$ cat config.mk
export PLATFORM = sky130hd
export DESIGN_NAME = fpu_flag_accum
export DESIGN_NICKNAME = d
export VERILOG_FILES = /design/src/rtl/fpu_flag_accum.sv
export SDC_FILE = /design/constraint.sdc
export NUM_CORES = 1
export LEC_CHECK = 0
export ABC_AREA = 1
export ABC_CLOCK_PERIOD_IN_PS = 1150
export BUFFER_PORTS_ARGS = -buffer_cell sky130_fd_sc_hd__buf_4
export CORE_MARGIN = 4
export CORE_UTILIZATION = 35
export DETAILED_ROUTE_END_ITERATION = 10
export GPL_ROUTABILITY_DRIVEN = 1
export PLACE_DENSITY = 0.71
export SYNTH_ARGS = -nofsm -noshare
export SYNTH_HDL_FRONTEND = slang
export SYNTH_SLANG_ARGS = --single-unit
$ cat constraint.sdc
create_clock -name clk -period 1.15 [get_ports clk]
set_input_delay 0.0575 -clock clk [delete_from_list [all_inputs] [get_ports clk]]
set_output_delay 0.0575 -clock clk [all_outputs]
set_load 0.01 [all_outputs]
$ cat src/rtl/fpu_flag_accum.sv
// rtl/fpu_flag_accum.sv - per-channel FP exception flag pipeline with sticky fflags accumulation
module fpu_flag_accum #(
    parameter int NCH      = 2,
    parameter int FLEN_TAG = 0
) (
    input  logic               clk,
    input  logic               reset,
    input  logic [NCH-1:0]     in_valid,
    input  logic               stall,
    input  logic               flush,
    input  logic [NCH-1:0]     snan_in,
    input  logic [NCH-1:0]     inf_sub,
    input  logic [NCH-1:0]     zero_inf,
    input  logic [NCH-1:0]     div_zero,
    input  logic [NCH-1:0]     special,
    input  logic [NCH-1:0]     ovf,
    input  logic [NCH-1:0]     tiny,
    input  logic [2*NCH-1:0]   rs,
    input  logic [NCH-1:0]     retire,
    input  logic               csr_we,
    input  logic [1:0]         csr_op,
    input  logic [4:0]         csr_wdata,
    output logic [5*NCH-1:0]   flags_q,
    output logic [NCH-1:0]     valid_q,
    output logic [4:0]         fflags,
    output logic               any_nv
);

    localparam logic [1:0] OP_WRITE = 2'b00;
    localparam logic [1:0] OP_SET   = 2'b01;
    localparam logic [1:0] OP_CLEAR = 2'b10;

    if (FLEN_TAG != 0) begin : g_bad_tag
        $error("fpu_flag_accum: FLEN_TAG must be 0");
    end

    logic [5*NCH-1:0] gen_flags;
    logic [4:0]       acc;
    logic [4:0]       base;

    // Stage 0: flag generation, packed as {NV, DZ, OF, UF, NX}.
    for (genvar c = 0; c < NCH; c++) begin : g_ch
        logic nv, ok, dz, ov_f, nxr, nx, uf;
        assign nv   = snan_in[c] | inf_sub[c] | zero_inf[c];
        assign ok   = ~special[c] & ~nv;
        assign dz   = div_zero[c] & ok;
        assign ov_f = ovf[c] & ok;
        assign nxr  = (rs[2*c +: 2] != 2'b00) | ov_f;
        assign nx   = nxr & ok;
        // Underflow only for inexact tiny results that did not overflow.
        assign uf   = tiny[c] & nxr & ok & ~ov_f;
        assign gen_flags[5*c +: 5] = {nv, dz, ov_f, uf, nx};
    end

    always_ff @(posedge clk) begin
        if (reset) begin
            flags_q <= '0;
            valid_q <= '0;
        end else if (flush) begin
            valid_q <= '0;
        end else if (!stall) begin
            flags_q <= gen_flags;
            valid_q <= in_valid;
        end
    end

    // Retire samples the pre-flush valid_q, so a same-cycle flush cannot drop it.
    always_comb begin
        acc    = '0;
        any_nv = 1'b0;
        for (int c = 0; c < NCH; c++) begin
            acc    = acc | (flags_q[5*c +: 5] & {5{valid_q[c] & retire[c]}});
            any_nv = any_nv | (valid_q[c] & flags_q[5*c+4]);
        end
    end

    always_comb begin
        base = fflags;
        if (csr_we) begin
            case (csr_op)
                OP_WRITE: base = csr_wdata;
                OP_SET:   base = fflags | csr_wdata;
                OP_CLEAR: base = fflags & ~csr_wdata;
                default:  base = fflags;
            endcase
        end
    end

    always_ff @(posedge clk) begin
        if (reset) begin
            fflags <= '0;
        end else begin
            fflags <= base | acc;
        end
    end

endmodule

# After elaboration in Yosys (flattened, before gate mapping)
# Cells that the tools add are included.
[word_totals]
regBits = 17
in_bits = 34
out_inout_bits = 18
elab_cells = 52
[classes]
n_eq_ne = 2
n_mux = 2
bitwise = 40
reduce_logical = 5
[op_table]
columns = ["cell", "n"]
rows = [
  ["$and 1x1->1", 18],
  ["$and 5x5->5", 3],
  ["$or 5x5->5", 3],
  ["$pmux 5 s3", 1],
  ["$not 1->1", 8],
  ["$or 1x1->1", 7],
  ["$mux 5", 1],
  ["$not 5->5", 1],
  ["$reduce_bool 2->1", 2],
  ["$eq 2x1->1 const B", 1],
  ["$eq 2x2->1 const B", 1],
  ["$logic_not 2->1", 1],
  ["$reduce_and 2->1", 1],
  ["$reduce_or 2->1", 1],
]

# Depth between registers and ports, before layout
# Gate-level depths: netlist of the first run.
[depth]
word_depth = 9
mapped_depth = 6
ltp_nobuf = 6

# Worst setup path after synthesis of the first run
# No wires, ideal clock.
[synth_timing]
path_type = "reg2reg"
start = "reg valid_q[0]"
end = "reg fflags[4]"
arrival_time_ns = 0.717
required_ns = 1.021
setup_slack_ns = 0.304
path_stages_with_launch = 7
n_path_buf = 0
synth_period_minus_slack_ns = 0.846
path_cell_list = "dfxtp_1 > nand2_1 > inv_2 > nand2_1 > nand3_1 > a21oi_1 > nor2_1"
[synth_between]
elab_chain_cells = 4
[synth_lines]
columns = ["element", "line", "text"]
rows = [
  ["start, declared", "24", "output logic [NCH-1:0] valid_q,"],
  ["start signal, assigned", "63", "valid_q <= in_valid;"],
  ["$and 1x1->1", "72", "acc = acc | (flags_q[5*c +: 5] & {5{valid_q[c] & retire[c]}});"],
  ["$and 5x5->5", "72", ""],
  ["$or 5x5->5", "72", ""],
  ["$or 5x5->5", "93", "fflags <= base | acc;"],
  ["end signal, assigned", "93", ""],
  ["end, declared", "25", "output logic [4:0] fflags,"],
]
# No other way between the ends.
# A chain may end at the register's enable or synchronous reset.

# Final worst setup path of the first run
[layout_timing]
start = "reg flags_q[9]"
end = "out any_nv"
[layout_between]
elab_chain_cells = 2
[layout_lines]
columns = ["element", "line", "text"]
rows = [
  ["start, declared", "23", "output logic [5*NCH-1:0] flags_q,"],
  ["start signal, assigned", "62", "flags_q <= gen_flags;"],
  ["$and 1x1->1", "73", "any_nv = any_nv | (valid_q[c] & flags_q[5*c+4]);"],
  ["$or 1x1->1", "73", ""],
  ["end, declared", "26", "output logic any_nv"],
]
# No other way between the ends.

==> results of run 1 <==
## worst max-delay path, stage by stage (launching register included)
cell and delay (ps):
dfxtp_1 420, nand2_1 80, nand2_1 60, buf_4 110
## worst min-delay path by stage
stage                     depth (start not counted)   startpoint  slack [ps]                       to
after floorplan                                   1        reset         130  flags_q[2]$_SDFFE_PP0P_
after global placement                            2        stall         270  valid_q[0]$_SDFFE_PP0N_
after detailed placement                          2        stall         280  valid_q[0]$_SDFFE_PP0N_
after CTS                                         3  zero_inf[0]          20  flags_q[4]$_SDFFE_PP0P_
after global routing                              3  zero_inf[0]          30  flags_q[4]$_SDFFE_PP0P_
final                                             3  zero_inf[0]          20  flags_q[4]$_SDFFE_PP0P_
## area by class of cell
type,instances,area (µm²)
Timing Repair Buffer,53,400
Tap cell,28,35.0
Fill cell,230,961
Sequential cell,17,340
Clock buffer,4,26.3
Multi-Input combinational cell,91,433
Inverter,15,58.8
## sequential cells by signal, summed over array words and instances (netlist names)
signal / count
fflags: 5
valid_q: 2
flags_q: 10
## Yosys cell counts
library cell	n
a21oi_1	14
inv_1	8
buf_6	1
nor2_1	14
clkinv_2	2
nand3_1	9
o211a_1	1
o21ai_0	2
dfxtp_1	17
inv_2	5
a21oi_2	1
a31oi_1	1
nand2_1	34
nor2_4	2
o21ai_1	7
nand3_2	2
nor2_2	3
nand4_1	1
clkbuf_1	1
## logic make-up (layout without fill, tap and decap cells)
| kind of cell | after synthesis | after routing | share of synthesized area |
|---|---|---|---|
| AOI/OAI and AO/OA | 26 | 26 | 0.165 |
| buffers and inverters | 17 | 72 | 0.0871 |
| DFF | 17 | 17 | 0.402 |
| and+or+nand+nor | 65 | 65 | 0.346 |
## power by group through the flow
stage	clock (mW)	combinational (mW)	sequential [mW]
after CTS	0.318	0.242	0.626
after global placement	0	0.235	0.638
final	0.307	0.240	0.626
after floorplan	0	0.0865	0.645
after global routing	0.340	0.269	0.629
after detailed placement	0	0.239	0.640
## layout by cell type (no fill, tap or decap)
cell type	instances
buf_4	52
nand2_1	34
dfxtp_1	17
nor2_1	14
a21oi_1	14
nand3_1	9
inv_1	8
o21ai_1	7
inv_2	5
nor2_2	3
clkbuf_4	3
clkinv_2	2
o21ai_0	2
nand3_2	2
nor2_4	2
nand4_1	1
o211a_1	1
a21oi_2	1
a31oi_1	1
clkbuf_1	1
dlygate4sd3_1	1
## layer usage
metal / share of wire / vias up / global-route usage
li1: - / 513 / -
met2: 0.50 / 39 / 0.253
met5: 0 / - / 0
met4: 0.0042 / 0 / 0.0397
met3: 0.081 / 2 / 0.0407
met1: 0.41 / 427 / 0.181
## stage by stage
step / cell area [µm²] / std cells
6_report: 1290 / 208
5_1_grt: 1290 / 208
4_1_cts: 1290 / 208
3_5_place_dp: 1260 / 203
3_3_place_gp: 1260 / 203
2_1_floorplan: 847 / 125
## what timing repair did
action,CTS,global route
endpoints found under the setup margin,0,0
hold endpoints to repair,2,0
hold buffers,1,0
==> summary.txt, run 1 <==
Power
  – Internal Power: 0.876 mW
  – Sw Ratio: 0.253
  – Final Power: 1.17 mW
  – Pwr dens: 907 mW/mm²
  – Sequential power share: 0.534
  – Clock power frac: 0.262
  – Static leakage power: 0.623 nW
  – Logic gate share of total power: 0.205
  – Maximum vdd drop: 0.000502 V
  – Switching power: 0.297 mW

Worst setup path
  – R2R Setup Slk: 250 ps
  – Critical Path AT: 940 ps
  – Worst setup path endpoint: any_nv
  – Startpoint types: flip-flop
  – Crit path launch: flags_q[9]$_SDFFE_PP0P_
  – WS Path Type: flip-flop to output pin
  – Worst reg2reg path depth: 6
  – Largest fanout on the critical path: 4
  – CP required: 1090 ps
  – Critical R2R Capture: fflags[2]$_SDFF_PP0_
  – Crit. End Element: output pin
  – Launch point of the worst reg-to-reg path: valid_q[1]$_SDFFE_PP0N_

Logic synthesis
  – Syn nets: 159
  – Syn Inst Count: 125
  – Top cells by area, synth: dfxtp_1 40%, nand2_1 15%, a21oi_1 8.3%, nor2_1 6.2%, nand3_1 5.3%
  – Syn avg cell area: 6.78 µm²
  – Post-Syn Area: 847 µm²
  – Cell variety after synth: 19
  – Yosys warns: 0
  – #FFs+latches synth: 17
  – Area leader, netlist: dfxtp_1
  – Post-synth top area share: 0.402
  – Register area share after synthesis: 0.402

CTS
  – CTS Buf Count: 3
  – Maximum clock path buffer count: 2
  – CTS tree: yes
  – Resize count post-CTS: 0
  – Htree depth: 1
  – Clock root buffer: clkbuf_4
  – Clock Sinks: 17
  – Clock Latency Late Sink: 280 ps
  – Worst-path clk slew: 90 ps
  – Setup Fix Bufs, Post-CTS: 0

STA
  – TNS Setup: 0 ps
  – Final hold slack: 22.4 ps
  – Fin. max-slew vios: 0
  – Achievable frequency: 1000 MHz
  – RSZ-0062 raised after global routing: no
  – PnR worst setup slack: 153 ps
  – Setup-failing EPs final: 0
  – Tcrit/Tclk final: 0.867
  – Final Hold Viols: 0
  – Final min period: 997 ps
  – Worst clock skew: 3.51 ps
  – Pin slew with the least headroom to its limit: 307 ps
  – Slew Limit Headroom: 0.795

Cells and area
  – Share of cells above drive strength 1: 0.389
  – Antenna cell count: 0
  – Final nets: 215
  – Synth-to-Final Area Change: 52.7%
  – Final core occ: 0.574

Routing
  – WL final: 2360 µm
  – Detailed-route via count: 981
  – Routed Antenna Nets: 0
  – DR WL/cell: 11.3 µm
  – Vias per cell: 4.72
  – Drt first pass iters: 4
  – Initial DRC Count: 20
  – Post-route DRC: 0

Worst hold path
  – Hold Path Class: input port to flip-flop

Global route
  – Gr ovfl total: 0
  – GRT Util Overall: 0.147
  – Largest net degree at the start of global routing: 15
  – Vias in the first global route: 956
  – Initial antenna violation count: 0
  – First-pass GRT wire length: 3970 µm

Outcome
  – Status: complete, no violations

Flow run
  – Max-Cap Viols: 0

Die
  – Core area: 0.00225 mm²
  – Core Rows: 17
  – Initial Util: 0.376
  – Full die area: 0.00327 mm²
  – Die Span X: 57.2 µm
  – Die H: 57.2 µm
  – I/O Pins: 52

Placed design
  – Setup Slack @ Placement: 184 ps
  – Port bufs: 51
  – HPWL Detailed: 2010 µm
  – RePlAce Congestion: 0.837
(Power assumes the default switching activity.)
==> run 2: changes to the inputs <==
--- a/config.mk
+++ b/config.mk
@@ -12,7 +12,7 @@
 export CORE_UTILIZATION = 35
 export DETAILED_ROUTE_END_ITERATION = 10
 export GPL_ROUTABILITY_DRIVEN = 1
-export PLACE_DENSITY = 0.71
+export PLACE_DENSITY_LB_ADDON = 0.2
 export SYNTH_ARGS = -nofsm -noshare
 export SYNTH_HDL_FRONTEND = slang
 export SYNTH_SLANG_ARGS = --single-unit
==> run 2 against run 1 <==
Non-clock buffer count is the same. Global-route usage shrank 0.10 points. Fmax about the same. Register-to-register slack lost 20 ps. Final area unchanged. Flip-flop and latch count stayed put. Critical path type unchanged. Largest cell class unchanged.
==> summary.txt, run 2 (same netlist as run 1, synthesis figures left out) <==
Placed design
  – Port bufs: 51 (unchanged)
  – RePlAce Congestion: 0.779 (-6.9%)
  – HPWL Detailed: 1960 µm (-2.4%)

Worst setup path
  – Largest fanout on the critical path: 4 (unchanged)
  – Crit path launch: flags_q[9]$_SDFFE_PP0P_
  – Crit. End Element: output pin
  – Worst reg2reg path depth: 6 (unchanged)
  – WS Path Type: flip-flop to output pin
  – Launch point of the worst reg-to-reg path: valid_q[0]$_SDFFE_PP0N_
  – CP required: 1090 ps (about the same)
  – Critical Path AT: 940 ps (about the same)
  – Critical R2R Capture: fflags[3]$_SDFF_PP0_
  – Startpoint types: flip-flop
  – R2R Setup Slk: 230 ps (-20 ps)

Power
  – Maximum vdd drop: 0.000882 V (+76%)
  – Pwr dens: 916 mW/mm² (+1.1%)
  – Static leakage power: 0.623 nW (unchanged)

Die
  – I/O Pins: 52 (unchanged)
  – Initial Util: 0.376 (unchanged)
  – Core Rows: 17 (unchanged)
  – Die H: 57.2 µm (unchanged)
  – Core area: 0.00225 mm² (unchanged)
  – Full die area: 0.00327 mm² (unchanged)
  – Die Span X: 57.2 µm (unchanged)

CTS
  – Setup Fix Bufs, Post-CTS: 0 (unchanged)
  – Hold_buf cts: 1 (unchanged)
  – Clock Latency Late Sink: 290 ps (about the same)
  – Worst-path clk slew: 100 ps (about the same)
  – Resize count post-CTS: 0 (unchanged)
  – CTS tree: yes
  – Clock root buffer: clkbuf_4
  – Htree depth: 1 (unchanged)
  – CTS Buf Count: 3 (unchanged)
  – Maximum clock path buffer count: 2 (unchanged)
  – Clock Sinks: 17 (unchanged)

Routing
  – Detailed-route via count: 1003 (+2.2%)
  – Routed Antenna Nets: 0 (unchanged)
  – DR WL/cell: 11.3 µm (-0.47%)
  – Initial DRC Count: 27 (+35%)
  – WL final: 2350 µm (-0.47%)
  – Drt first pass iters: 4 (unchanged)
  – Post-route DRC: 0 (unchanged)
  – Vias per cell: 4.82 (+2.2%)

STA
  – Tcrit/Tclk final: 0.866 (about the same)
  – Final Hold Viols: 0 (unchanged)
  – Slew Limit Headroom: 0.813 (+0.0180)
  – Fin. max-slew vios: 0 (unchanged)
  – Achievable frequency: 1000 MHz (about the same)
  – RSZ-0062 raised after global routing: no
  – Final min period: 996 ps (-0.481 ps)
  – Worst clock skew: 1.31 ps (-2.20 ps)
  – TNS Setup: 0 ps (unchanged)
  – Pin slew with the least headroom to its limit: 281 ps (-26.2 ps)
  – Final hold slack: 19.4 ps (-3.04 ps)
  – Setup-failing EPs final: 0 (unchanged)

Global route
  – GRT Util Overall: 0.146 (-0.000998)
  – Gr ovfl total: 0 (unchanged)
  – Largest net degree at the start of global routing: 15 (unchanged)
  – Initial antenna violation count: 0 (unchanged)
  – First-pass GRT wire length: 3900 µm (-1.7%)
  – Vias in the first global route: 952 (-0.42%)

Worst hold path
  – Worst Hold Depth: 3 (unchanged)
  – Hold Path Origin: zero_inf[0]
  – Hold Path Sink: flags_q[4]$_SDFFE_PP0P_
  – Hold Path Class: input port to flip-flop

Cells and area
  – Max FFs per register: 10 (unchanged)
  – Regs by FF count: flags_q: 10 flops, fflags: 5 flops, valid_q: 2 flops
  – Multi-input gate area: 433 µm² (unchanged)
  – Final nets: 215 (unchanged)
  – Final-layout fill cell count: 232 (+0.87%)
  – Antenna cell count: 0 (unchanged)
  – Share of cells above drive strength 1: 0.389 (unchanged)
  – Register Area: 340 µm² (unchanged)
  – Commonest non-fill, non-tap cell in the layout: buf_4
  – Most flops, register: flags_q
  – Synth-to-Final Area Change: 52.7% (unchanged)
  – Most frequent cells in the layout: 52 x buf_4, 34 x nand2_1, 17 x dfxtp_1, 14 x nor2_1, 14 x a21oi_1

Outcome
  – Status: complete, no violations

Flow run
  – Max-Cap Viols: 0 (unchanged)
run 2: cell counts in the layout (fill, tap and decap cells not counted):
No cell type changed its count.
run 2: per-layer routing:
layer | GRT usage | wire [µm]
met4 | 0.0265 | 13
met3 | 0.0520 | 195
met2 | 0.271 | 1200
met1 | 0.161 | 936
met5 | 0 | 0
run 2: worst max path at each step:
| stage | to | cells after the start |
|---|---|---|
| after detailed placement | flags_q[8]$_SDFFE_PP0P_ | 6 |
| after floorplan | fflags[4]$_SDFF_PP0_ | 6 |
| after CTS | any_nv | 3 |
| after global placement | flags_q[6]$_SDFFE_PP0P_ | 6 |
| final | any_nv | 3 |
| after global routing | any_nv | 3 |
run 2: worst max-delay path, cell delays in order (launching register included):
cell and delay (ps):
dfxtp_1 400, nand2_1 70, nand2_1 60, buf_4 120
run 2: area by class of cell:
type,count,share of cell area
inverters,15,0.0455
repair buffers,53,0.309
multi-input cells,91,0.335
flip-flops and latches,17,0.263
well taps,28,0.0271
clock buffers,4,0.0203
run 2: power by group:
part	internal, mW	switching, mW
clock	0.135	0.184
sequential	0.609	0.0162
combinational	0.133	0.109
total	0.877	0.309
run 2: metrics by stage:
stage | utilization | power, mW | setup slack [ps] | cell area, µm² | instances
after floorplan | - | 0.732 | 304 | 847 | 125
after global placement | 0.558 | 0.874 | 220 | 1260 | 203
after detailed placement | 0.558 | 0.880 | 154 | 1260 | 203
after CTS | 0.574 | 1.19 | 140 | 1290 | 208
after global routing | 0.574 | 1.25 | 68.9 | 1290 | 208
final | 0.574 | 1.19 | 154 | 1290 | 208
==> run 3: changes to the inputs <==
--- a/config.mk
+++ b/config.mk
@@ -12,7 +12,7 @@
 export CORE_UTILIZATION = 35
 export DETAILED_ROUTE_END_ITERATION = 10
 export GPL_ROUTABILITY_DRIVEN = 1
-export PLACE_DENSITY_LB_ADDON = 0.2
+export PLACE_DENSITY = 0.64
 export SYNTH_ARGS = -nofsm -noshare
 export SYNTH_HDL_FRONTEND = slang
 export SYNTH_SLANG_ARGS = --single-unit
==> run 3 against run 2 <==
Global-route usage grew 0.45 points. Fmax shrank 2.4%. Final area is the same. Via count shrank 2.2%. Core utilization is the same. Die area is the same. Total power shrank 0.45%. Sequential share of layout area is the same. First-iteration DRC count shrank 30%. Critical path type unchanged. Critical endpoint unchanged.
==> summary.txt, run 3 (same netlist as run 1, synthesis figures left out) <==
Placed design
  – Port bufs: 51 (unchanged)
  – RePlAce Congestion: 0.765 (-1.8%)
  – HPWL Detailed: 1970 µm (+0.54%)
  – Setup Slack @ Placement: 186 ps (+32.1 ps)

Global route
  – GRT Util Overall: 0.151 (+0.00453)
  – Initial antenna violation count: 0 (unchanged)
  – First-pass GRT wire length: 3990 µm (+2.3%)
  – Largest net degree at the start of global routing: 15 (unchanged)
  – Vias in the first global route: 976 (+2.5%)
  – Gr ovfl total: 0 (unchanged)

Worst setup path
  – Startpoint types: flip-flop
  – Critical R2R Capture: fflags[4]$_SDFF_PP0_
  – Crit. End Element: output pin
  – R2R Setup Slk: 240 ps (about the same)
  – Launch point of the worst reg-to-reg path: valid_q[0]$_SDFFE_PP0N_
  – Worst reg2reg path depth: 6 (unchanged)
  – WS Path Type: flip-flop to output pin
  – Critical Path AT: 960 ps (+20 ps)
  – CP required: 1090 ps (about the same)
  – Largest fanout on the critical path: 4 (unchanged)

STA
  – Pin slew with the least headroom to its limit: 299 ps (+18.0 ps)
  – Final min period: 1020 ps (+24.2 ps)
  – Setup-failing EPs final: 0 (unchanged)
  – TNS Setup: 0 ps (unchanged)
  – Final hold slack: 27.2 ps (+7.77 ps)
  – Final Hold Viols: 0 (unchanged)
  – Tcrit/Tclk final: 0.887 (+0.0211)
  – Fin. max-slew vios: 0 (unchanged)
  – PnR worst setup slack: 129 ps (-24.2 ps)
  – Slew Limit Headroom: 0.800 (-0.0125)
  – Worst clock skew: 9.43 ps (+8.12 ps)
  – RSZ-0062 raised after global routing: no
  – Achievable frequency: 980 MHz (-2.4%)

CTS
  – CTS tree: yes
  – Resize count post-CTS: 0 (unchanged)
  – Htree depth: 1 (unchanged)
  – Worst-path clk slew: 100 ps (about the same)
  – Clock root buffer: clkbuf_4
  – Clock Sinks: 17 (unchanged)
  – Hold_buf cts: 1 (unchanged)
  – Clock Latency Late Sink: 290 ps (about the same)
  – CTS Buf Count: 3 (unchanged)
  – Setup Fix Bufs, Post-CTS: 0 (unchanged)
  – Maximum clock path buffer count: 2 (unchanged)

Worst hold path
  – Hold Path Sink: flags_q[4]$_SDFFE_PP0P_
  – Worst Hold Depth: 3 (unchanged)
  – Hold Path Class: input port to flip-flop
  – Hold Path Origin: zero_inf[0]

Routing
  – Post-route DRC: 0 (unchanged)
  – Drt first pass iters: 4 (unchanged)
  – Initial DRC Count: 19 (-30%)
  – Routed Antenna Nets: 0 (unchanged)
  – Detailed-route via count: 981 (-2.2%)
  – Vias per cell: 4.72 (-2.2%)
  – DR WL/cell: 11.3 µm (-0.21%)
  – WL final: 2340 µm (-0.21%)

Die
  – Core area: 0.00225 mm² (unchanged)
  – Initial Util: 0.376 (unchanged)
  – Die H: 57.2 µm (unchanged)
  – Full die area: 0.00327 mm² (unchanged)
  – Core Rows: 17 (unchanged)
  – Die Span X: 57.2 µm (unchanged)
  – I/O Pins: 52 (unchanged)

Cells and area
  – Commonest non-fill, non-tap cell in the layout: buf_4
  – Most frequent cells in the layout: 52 x buf_4, 34 x nand2_1, 17 x dfxtp_1, 14 x nor2_1, 14 x a21oi_1
  – Synth-to-Final Area Change: 52.7% (unchanged)
  – Final-layout fill cell count: 237 (+2.2%)
  – Final nets: 215 (unchanged)
  – Most flops, register: flags_q
  – Share of cells above drive strength 1: 0.389 (unchanged)
  – Multi-input gate area: 433 µm² (unchanged)
  – Max FFs per register: 10 (unchanged)
  – Register Area: 340 µm² (unchanged)
  – Antenna cell count: 0 (unchanged)
  – Regs by FF count: flags_q: 10 flops, fflags: 5 flops, valid_q: 2 flops

Flow run
  – Max-Cap Viols: 0 (unchanged)

Power
  – Static leakage power: 0.623 nW (unchanged)
  – Maximum vdd drop: 0.000465 V (-47%)
  – Pwr dens: 912 mW/mm² (-0.45%)

Outcome
  – Status: complete, no violations
## run 3: cell counts in the layout (fill, tap and decap cells not counted)
No cell type changed its count.
## run 3: area by class of cell
cell class | count | area share
multi-input combinational | 91 | 0.335
timing repair buffer | 53 | 0.309
sequential | 17 | 0.263
inverter | 15 | 0.0455
tap | 28 | 0.0271
clock buffer | 4 | 0.0203
## run 3: critical path, cell delays in order, from the launching register on
cell and delay (ps):
dfxtp_1 410, nand2_1 90, nand2_1 60, buf_4 110
## run 3: report_power, final
part | switching, mW | internal (mW) | total, mW
clock network | 0.180 | 0.135 | 0.315
registers | 0.0161 | 0.609 | 0.625
logic | 0.108 | 0.133 | 0.241
total | 0.304 | 0.877 | 1.18
## run 3: how the worst max path moves through the flow
stage | start | end | slack (ps)
final | flags_q[9]$_SDFFE_PP0P_ | any_nv | 130
after global routing | flags_q[9]$_SDFFE_PP0P_ | any_nv | 70
after CTS | flags_q[9]$_SDFFE_PP0P_ | any_nv | 120
after detailed placement | stall | flags_q[6]$_SDFFE_PP0P_ | 190
after global placement | stall | flags_q[6]$_SDFFE_PP0P_ | 220
after floorplan | valid_q[0]$_SDFFE_PP0N_ | fflags[4]$_SDFF_PP0_ | 300
## run 3: per-stage QoR
stage	power, mW	cells	utilization	area, µm²
after floorplan	0.732	125	-	847
after global placement	0.875	203	0.558	1260
after detailed placement	0.879	203	0.558	1260
after CTS	1.20	208	0.574	1290
after global routing	1.26	208	0.574	1290
final	1.18	208	0.574	1290
## run 3: routing by layer
layer  up-vias  wire [µm]  global-route usage
li1        515          -                   -
met1       426        994               0.172
met2        38       1140               0.274
met3         2        201              0.0294
met4         0         10              0.0596
met5         -          0                   0
